$ cat src/rtl/fetch_pkg.sv
// Shared types and helpers for the instruction fetch unit and its FIFOs.
package fetch_pkg;

  localparam int DEFAULT_XLEN = 32;
  localparam int ILEN_BYTES   = 4;

  typedef struct packed {
    logic [DEFAULT_XLEN-1:0] pc;
    logic [DEFAULT_XLEN-1:0] instr;
  } fq_entry_t;

  // Sequential fetch address; wraps modulo 2^XLEN.
  function automatic logic [DEFAULT_XLEN-1:0] next_pc(input logic [DEFAULT_XLEN-1:0] pc);
    return pc + DEFAULT_XLEN'(ILEN_BYTES);
  endfunction

endpackage

$ cat src/rtl/fetch_fifo.sv
// Synchronous FIFO with flush and occupancy count, used for the fetch queue and the request-PC tags.
module fetch_fifo
  import fetch_pkg::*;
#(
  parameter  int WIDTH = 8,
  parameter  int DEPTH = 4,
  localparam int CW    = $clog2(DEPTH) + 1,
  localparam int PW    = (DEPTH > 1) ? $clog2(DEPTH) : 1
) (
  input  logic             clk,
  input  logic             reset,
  input  logic             flush,
  input  logic             push,
  input  logic [WIDTH-1:0] pushData,
  input  logic             pop,
  output logic [WIDTH-1:0] popData,
  output logic [CW-1:0]    count
);

  logic [WIDTH-1:0] mem [DEPTH];
  logic [PW-1:0]    wrPtr;
  logic [PW-1:0]    rdPtr;
  logic             doPush;
  logic             doPop;

  function automatic logic [PW-1:0] bump(input logic [PW-1:0] p);
    return (p == PW'(DEPTH - 1)) ? '0 : p + PW'(1);
  endfunction

  assign doPop   = pop & (count != '0);
  assign doPush  = push & ((count != CW'(DEPTH)) | doPop);
  assign popData = mem[rdPtr];

  always_ff @(posedge clk) begin
    if (doPush && !flush) begin
      mem[wrPtr] <= pushData;
    end
  end

  // Flush empties the FIFO and wins over any same-cycle push or pop.
  always_ff @(posedge clk) begin
    if (reset || flush) begin
      wrPtr <= '0;
      rdPtr <= '0;
      count <= '0;
    end else begin
      if (doPush) wrPtr <= bump(wrPtr);
      if (doPop)  rdPtr <= bump(rdPtr);
      count <= count + CW'(doPush) - CW'(doPop);
    end
  end

endmodule

$ cat src/rtl/fetch_unit_q.sv
// Instruction fetch unit: PC, credit-based imem requests, fetch queue, redirect flush.
// Define FETCH_PERF_CNT_EN to add saturating fetch/flush performance counters.
module fetch_unit_q
  import fetch_pkg::*;
#(
  parameter int              XLEN      = DEFAULT_XLEN,
  parameter logic [XLEN-1:0] RESET_PC  = 32'h0000_0000,
  parameter int              FQ_DEPTH  = 4,
  parameter int              MAX_OUTST = 4
) (
  input  logic            clk,
  input  logic            reset,
  input  logic            PCSrcE,
  input  logic [XLEN-1:0] PCtargetE,
  output logic            imem_req_valid,
  input  logic            imem_req_ready,
  output logic [XLEN-1:0] imem_req_addr,
  input  logic            imem_rsp_valid,
  input  logic [XLEN-1:0] imem_rsp_data,
  output logic            instr_validD,
  output logic [XLEN-1:0] instrD,
  output logic [XLEN-1:0] PCD,
  output logic [XLEN-1:0] PCplus4D,
  input  logic            stallD
`ifdef FETCH_PERF_CNT_EN
  ,
  output logic [31:0]     perf_fetchedD,
  output logic [31:0]     perf_flushedD
`endif
);

  localparam int CW = $clog2(FQ_DEPTH) + 1;
  localparam int OW = $clog2(MAX_OUTST) + 1;

  logic [XLEN-1:0] pcF;
  logic [OW-1:0]   outstanding;
  logic [OW-1:0]   dropCnt;
  logic [CW-1:0]   fqCount;
  logic [OW-1:0]   tagCount;
  logic [CW:0]     creditUsed;
  logic [XLEN-1:0] tagPc;
  fq_entry_t       fqIn;
  fq_entry_t       fqHead;
  logic            reqFire;
  logic            rspCounted;
  logic            rspKeep;
  logic            rspDrop;
  logic            fqPop;
  logic            unusedTgtBits;

  // Credit check uses registered state only, so every accepted request owns a queue slot.
  assign creditUsed     = (CW+1)'(fqCount) + (CW+1)'(outstanding);
  assign imem_req_valid = ~reset & (creditUsed < (CW+1)'(FQ_DEPTH)) & (outstanding < OW'(MAX_OUTST));
  assign imem_req_addr  = pcF;
  assign reqFire        = imem_req_valid & imem_req_ready;

  assign rspCounted = imem_rsp_valid & (outstanding != '0);
  assign rspDrop    = rspCounted & (PCSrcE | (dropCnt != '0));
  assign rspKeep    = rspCounted & ~PCSrcE & (dropCnt == '0) & (tagCount != '0);
  assign fqPop      = instr_validD & ~stallD & ~PCSrcE;
  assign fqIn       = '{pc: tagPc, instr: imem_rsp_data};

  assign instr_validD  = ~reset & (fqCount != '0);
  assign instrD        = instr_validD ? fqHead.instr : '0;
  assign PCD           = instr_validD ? fqHead.pc : '0;
  assign PCplus4D      = instr_validD ? next_pc(fqHead.pc) : '0;
  assign unusedTgtBits = ^PCtargetE[1:0];

  always_ff @(posedge clk) begin
    if (reset) begin
      pcF <= RESET_PC;
    end else if (PCSrcE) begin
      pcF <= {PCtargetE[XLEN-1:2], 2'b00};
    end else if (reqFire) begin
      pcF <= next_pc(pcF);
    end
  end

  // On redirect every request still in flight, including one accepted now, is marked for discard.
  always_ff @(posedge clk) begin
    if (reset) begin
      outstanding <= '0;
      dropCnt     <= '0;
    end else begin
      outstanding <= outstanding + OW'(reqFire) - OW'(rspCounted);
      if (PCSrcE) begin
        dropCnt <= outstanding + OW'(reqFire) - OW'(rspCounted);
      end else if (rspCounted && dropCnt != '0) begin
        dropCnt <= dropCnt - OW'(1);
      end
    end
  end

  fetch_fifo #(.WIDTH(XLEN), .DEPTH(MAX_OUTST)) tagFifo (
    .clk      (clk),
    .reset    (reset),
    .flush    (PCSrcE),
    .push     (reqFire & ~PCSrcE),
    .pushData (pcF),
    .pop      (rspKeep),
    .popData  (tagPc),
    .count    (tagCount)
  );

  fetch_fifo #(.WIDTH($bits(fq_entry_t)), .DEPTH(FQ_DEPTH)) fetchQueue (
    .clk      (clk),
    .reset    (reset),
    .flush    (PCSrcE),
    .push     (rspKeep),
    .pushData (fqIn),
    .pop      (fqPop),
    .popData  (fqHead),
    .count    (fqCount)
  );

`ifdef FETCH_PERF_CNT_EN
  logic [CW:0] flushInc;
  logic [32:0] flushSum;

  assign flushInc = (PCSrcE ? (CW+1)'(fqCount) : '0) + (CW+1)'(rspDrop);
  assign flushSum = {1'b0, perf_flushedD} + 33'(flushInc);

  always_ff @(posedge clk) begin
    if (reset) begin
      perf_fetchedD <= '0;
      perf_flushedD <= '0;
    end else begin
      if (fqPop && perf_fetchedD != '1) perf_fetchedD <= perf_fetchedD + 32'd1;
      perf_flushedD <= flushSum[32] ? '1 : flushSum[31:0];
    end
  end
`else
  logic unusedDrop;
  assign unusedDrop = rspDrop;
`endif

  // A response with nothing outstanding is ignored by the datapath but flagged in simulation.
  assert property (@(posedge clk) disable iff (reset) !(imem_rsp_valid && outstanding == '0));

endmodule

$ cat config.mk
export PLATFORM = sky130hd
export DESIGN_NAME = fetch_unit_q
export DESIGN_NICKNAME = d
export VERILOG_FILES = /design/src/rtl/fetch_pkg.sv /design/src/rtl/fetch_fifo.sv /design/src/rtl/fetch_unit_q.sv
export SDC_FILE = /design/constraint.sdc
export NUM_CORES = 1
export LEC_CHECK = 0
export ABC_AREA = 1
export CORE_MARGIN = 3
export CORE_UTILIZATION = 35
export CTS_CLUSTER_SIZE = 12
export DETAILED_ROUTE_END_ITERATION = 10
export DONT_BUFFER_PORTS = 1
export PLACE_DENSITY = 0.6
export SYNTH_ARGS = -nofsm -noshare
export SYNTH_HDL_FRONTEND = slang
export SYNTH_SLANG_ARGS = --single-unit
$ cat constraint.sdc
create_clock -name clk -period 5.6 [get_ports clk]
set_clock_uncertainty 0.05 [all_clocks]
set_input_delay 1.12 -clock clk [delete_from_list [all_inputs] [get_ports clk]]
set_output_delay 1.12 -clock clk [all_outputs]
set_load 0.02 [all_outputs]
# Word level (Yosys, flattened, before mapping)
# Memories as Yosys holds them, arrays and structs flattened. A register that Yosys moved wholly into a read port is not among the register bits.
# Index checks and enable logic that the tools add are counted.
[word_totals] register_bits=52 latch_bits=0 mem_bits_rw=384 romBits=0 input_bits=70 out_inout_bits=130 word_cells=86 n_memories=2
[memory_table] memory="fetchQueue.mem" depth=4 word_bits=64 read_ports=1 rd_ports_with_merged_regs=1 write_ports=1 line="fetch_fifo.sv:20" source="logic [WIDTH-1:0] mem [DEPTH];"
[memory_table] memory="tagFifo.mem" depth=4 word_bits=32 read_ports=1 rd_ports_with_merged_regs=1 write_ports=1 line="fetch_fifo.sv:20"
[op_classes] addsub=14 multipliers=0 n_div=0 magnitude_cmp=2 n_eq_ne=6 shifts=0 muxes=19 bitwise_logic=20 n_reduce_logical=13
[ops] cell="32-bit two-way mux" n=5
[ops] cell="32-bit by 3-bit adder with 32-bit output (second input constant)" n=2
[ops] cell="2-bit two-way mux" n=8
[ops] cell="1-bit bitwise AND" n=15
[ops] cell="3-bit nonzero test" n=4
[ops] cell="3-bit by 1-bit adder with 3-bit output" n=3
[ops] cell="3-bit by 1-bit subtractor with 3-bit output" n=3
[ops] cell="2-bit by 1-bit adder with 2-bit output (second input constant)" n=4
[ops] cell="2-bit == test (second input constant)" n=4
[ops] cell="3-bit two-way mux" n=2
[ops] cell="3-bit inequality test (second input constant)" n=2
[ops] cell="3-bit by 3-bit adder with 4-bit output" n=1
[ops] cell="4-bit by 3-bit less-than comparator with 1-bit output (second input constant)" n=1
[ops] cell="1-bit two-way mux" n=4
[ops] cell="2-bit nonzero test" n=2
[ops] cell="1-bit logical AND" n=3
[ops] cell="3-bit logical NOT" n=1
[ops] cell="3-bit less-than comparator (second input constant)" n=1
[ops] cell="1-bit NOT" n=3
[ops] cell="3-bit by 1-bit subtractor with 3-bit output (second input constant)" n=1
[ops] cell="1-bit OR" n=2
[ops] cell="2-bit OR reduction" n=1
[ops] cell="1-bit logical NOT" n=1
[ops] cell="1-bit logical OR" n=1

# Depth between registers and ports, before layout
[logic_depth] word_depth=11 depth_mapped=15 mapped_depth_nobuf=14

# Modules after synthesis
# Synthesis repeated with hierarchy kept, for this count alone.
[hier_totals] hier_cells=1856 hier_area_um2=19416.1
[modules_own_cells] mod="fetch_fifo at fetchQueue" n_inst=1 cells_per_inst=688 area_each_um2=10003.3 seq_area_each_um2=7867.5
[modules_own_cells] mod="fetch_fifo at tagFifo" n_inst=1 cells_per_inst=378 area_each_um2=5283.8 seq_area_each_um2=4023.9
[modules_own_cells] mod="fetch_unit_q" n_inst=1 cells_per_inst=790 area_each_um2=4129.0 seq_area_each_um2=720.7

# Least setup slack after synthesis
# OpenSTA, ideal clock, no wires.
[synth_path] path_type="input port to flip-flop" startpoint="input port reset" endpoint="memory fetchQueue.mem[0][0] (netlist bit) (enable)" setup_ns=0.482 arrival_time_ns=4.648 t_required_ns=5.068 path_slack_ns=0.420 cell_stages=8 n_path_buf=1 path_cell_list="clkbuf_1 -> a21oi_1 -> inv_2 -> nor2_1 -> nand2_1 -> nand3_1 -> nand2_1 -> nor2_1"
[synth_via] elab_chain_len=10
[synth_lines] item="start, declared" line="fetch_unit_q.sv:12" source="input logic reset,"
[synth_lines] item="1-bit NOT" line="fetch_unit_q.sv:63" source="assign instr_validD = ~reset & (fqCount != '0);"
[synth_lines] item="1-bit bitwise AND" line="fetch_unit_q.sv:63"
[synth_lines] item="1-bit bitwise AND (2 in series)" line="fetch_unit_q.sv:60" source="assign fqPop = instr_validD & ~stallD & ~PCSrcE;"
[synth_lines] item="1-bit bitwise AND" line="fetch_fifo.sv:30" source="assign doPop = pop & (count != '0);"
[synth_lines] item="1-bit OR" line="fetch_fifo.sv:31" source="assign doPush = push & ((count != CW'(DEPTH)) | doPop);"
[synth_lines] item="1-bit bitwise AND" line="fetch_fifo.sv:31"
[synth_lines] item="1-bit logical AND" line="fetch_fifo.sv:35" source="if (doPush && !flush) begin"
[synth_lines] item="1-bit two-way mux" line="fetch_fifo.sv:35"
[synth_lines] item="1-bit two-way mux (not written as such)" line="fetch_fifo.sv:36" source="mem[wrPtr] <= pushData;"
[synth_lines] item="end, declared" line="fetch_fifo.sv:20"
# No other way between the ends.

==> impl_metrics.py <==
metrics = {
    "power_and_ir_drop": {
        "p_seq_share_pct": 54.3,
        "switching_power_mw": 1.38,
        "comb_power_share_pct": 3.8,
        "netSwitchingFraction_pct": 21.1,
        "clockPowerShare_pct": 41.9,
        "p_per_area_nw_per_um2": 312,
        "ir_drop_mv": 0.187,
        "power_leakage_nw": 7.71,
        "intPower_mw": 5.18,
    },
    "global_route": {
        "antenna_found_initial": 0,
        "grt_max_degree": 83,
        "use_met1_pct": 22.5,
        "grt_use_met2_pct": 27.5,
        "grt_usage_pct": 17.0,
        "grt-ovfl-total": 0,
        "first_global_vias": 12800,
        "grt_pass1_wl_um": 75200,
        "grt.busiest_layer": "met2",
        "met3_usage_pct": 4.97,
    },
    "placement": {
        "io_buffers": 0,
        "dp.cells": 2575,
        "gp_congestion": 0.872,
        "hpwlAfterDp_um": 31900,
    },
    "setup_path": {
        "rr_endpoint": "tagFifo.count[2]",
        "r2r_slack_ns": 2.34,
        "crit_top_cell": "nand2_1",
        "rr_worst_depth": 14,
        "crit_path_top_delay_cell": "nand2_1",
        "arrival_ns": 3.61,
        "cp-start-kind": "flip-flop",
        "worstPathRequired_ns": 4.43,
        "cpPeakStageDelay_ns": 0.42,
        "end_kind": "output port",
        "timing.rr.start": "outstanding[1]",
        "cp_max_fo": 45,
        "path_class": "reg2out",
        "path_cells": "clkinv_2, buf_4, o211ai_1, nand2_1, ha_1, inv_1, nor2_1, nand2_1, nor2_1, nand3_1, nand2_1, nand2_1, nor2_1",
    },
    "clock_tree": {
        "h-tree-depth": 2,
        "clk_path_buf_depth": 3,
        "post_cts_buffers": 0,
        "cts_tree": "built",
        "cts.sinks": 422,
        "post_cts_resized": 0,
        "worstSkewPairLatency_ns": 0.56,
        "clk_pin_slew_worst_paths_ns": 0.06,
        "numCtsBuffers": 44,
        "ctsHoldBuffers": 0,
        "root_buffer": "clkbuf_16",
    },
    "timing": {
        "period_minus_slack_ns": 4.78,
        "fmax_ghz": 0.209,
        "hold_viol": 0,
        "tightest_slew_ns": 0.986,
        "tns_ns": 0,
        "finalSetupViolations": 0,
        "post-route-period-util_pct": 85.4,
        "slew_headroom_pct": 34.2,
        "rsz0062_at_grt": "false",
        "maxSlewViolCount": 0,
    },
    "logic_synthesis": {
        "netlist_area_sq_um": 19000,
        "syn_avg_cell_area_sq_um": 9.73,
        "syn_inst": 1953,
        "yosys_warnings": 0,
        "ys_ff_latch": 422,
        "synth.distinct_cells": 36,
        "ys_seq_area_share_pct": 63.9,
    },
    "floorplan": {
        "coreArea_sq_um": 53100,
        "fp.dieW_um": 239,
        "fp-row-count": 84,
        "io_pins": 200,
        "start_util_pct": 35.8,
        "die_area_sq_um": 57100,
        "die_h_um": 239,
    },
    "finish": {
        "num_antenna_cells": 0,
        "final_common_cell": "nand2_1",
        "syn_to_final_growth_pct": 10.7,
        "drive_above_1_share_pct": 5.15,
        "num-fill-cells": 5088,
        "nNetsFinal": 2028,
        "mostFrequentLayoutCells": "nand2_1 (467), nor2_1 (370), edfxtp_1 (368)",
        "final_cells": 2650,
    },
    "route": {
        "wirelength_um": 49500,
        "drc": 0,
        "drt_iter0_drc": 988,
        "viasPerCell": 5.06,
        "ant_nets": 0,
        "wire_per_inst_um": 18.7,
        "dr.pass1.iters": 5,
        "vias": 13400,
    },
    "flow_run": {
        "maxCapViolCount": 0,
    },
    "status": {
        "outcome": "complete, no violations",
    },
    "hold_path": {
        "hold_path_class": "reg2reg",
        "min_to": "dropCnt[2]",
        "worstHoldPathCells": 2,
        "hold_start": "dropCnt[2]",
    },
}
-- cells by family after synthesis --
group | count (synthesis) | synth area share [%]
and+or+nand+nor | 969 | 20.2
DFF | 422 | 63.9
AOI/OAI and AO/OA | 290 | 8.04
buffers and inverters | 220 | 4.92
xor gates and xnor gates | 26 | 1.20
adders and majority gates | 25 | 1.77
other | 1 | 0.0197
-- stage by stage --
| step | utilization, % | power (mW) | cell area (sq um) | setup WS (ns) | hold WS (ns) |
|---|---|---|---|---|---|
| global placement | 37.1 | 3.86 | 19700 | 1.40 | 0.424 |
| detailed placement | 37.1 | 3.87 | 19700 | 1.38 | 0.444 |
| CTS | 39.6 | 6.63 | 21000 | 0.779 | 0.452 |
| floorplan | - | 3.80 | 19000 | 0.420 | 0.421 |
| finish | 39.6 | 6.56 | 21000 | 0.819 | 0.451 |
| global route | 39.6 | 6.82 | 21000 | 0.418 | 0.460 |
-- power groups by stage --
stage                     logic [mW]  registers, mW  clock network [mW]
after global routing           0.288           3.57                2.96
after detailed placement       0.248           3.63                   0
after global placement         0.239           3.62                   0
final                          0.248           3.56                2.75
after CTS                      0.249           3.56                2.82
after floorplan                0.200           3.60                   0
-- worst max path at each step --
stage | slack (ns) | startpoint | end | cells past startpoint
6_report | 0.82 | flip-flop | PCplus4D[26] | 13
5_1_grt | 0.42 | flip-flop | PCplus4D[26] | 15
4_1_cts | 0.78 | flip-flop | PCplus4D[26] | 15
3_5_place_dp | 1.38 | flip-flop | PCplus4D[26] | 15
3_3_place_gp | 1.40 | flip-flop | PCplus4D[26] | 15
2_1_floorplan | 0.42 | reset | fetchQueue.mem[0][0] | 8
-- synth_stat cells (all sizes together) --
master | instances | area [sq um]
o211ai | 2 | 15.0
nor3 | 15 | 80.1
a21oi | 73 | 365
a31oi | 12 | 75.1
xnor2 | 9 | 78.8
buf | 48 | 288
or2 | 4 | 25.0
ha | 22 | 275
nand3 | 88 | 440
nor2 | 382 | 1450
inv | 127 | 477
a21boi | 1 | 7.51
o211a | 2 | 20.0
o22ai | 30 | 188
dfxtp | 54 | 1080
conb | 1 | 3.75
o21ai | 168 | 841
edfxtp | 368 | 11100
fa | 3 | 60.1
nand4 | 11 | 68.8
clkbuf | 45 | 170
nand2 | 469 | 1770
xor2 | 17 | 149
a22oi | 1 | 7.51
a32oi | 1 | 8.76
-- cell type report --
| type | instances | area [sq um] | share of cell area [%] |
|---|---|---|---|
| inverter | 127 | 478 | 2.27 |
| tap | 688 | 861 | 4.09 |
| clock inverter | 15 | 148 | 0.702 |
| multi-input combinational | 1316 | 5990 | 28.5 |
| sequential | 422 | 12100 | 57.7 |
| clock buffer | 60 | 1190 | 5.67 |
| timing repair buffer | 22 | 215 | 1.02 |
-- sequential cells by signal, indices dropped and copies added (netlist names), named ones only --
name	cells
fetchQueue.mem	248
tagFifo.mem	120
imem_req_addr	30
dropCnt	3
fetchQueue.count	3
outstanding	3
tagFifo.count	3
fetchQueue.rdPtr	2
fetchQueue.wrPtr	2
tagFifo.rdPtr	2
tagFifo.wrPtr	2
-- per-layer routing --
layer	vias to the layer above	share of wire, %
li1	6513	-
met1	6354	43
met2	492	46
met3	57	9.7
met4	0	1.8
met5	-	0
-- critical path: cells and delay by family, from the launching register on --
family,cells,cell delay [ns]
simple gates,8,1.70
fa+ha+maj,1,0.31
buf+inv,3,0.54
flops,1,0.36
compound gates,1,0.15
No activity file was read; power rests on OpenSTA's default activity.
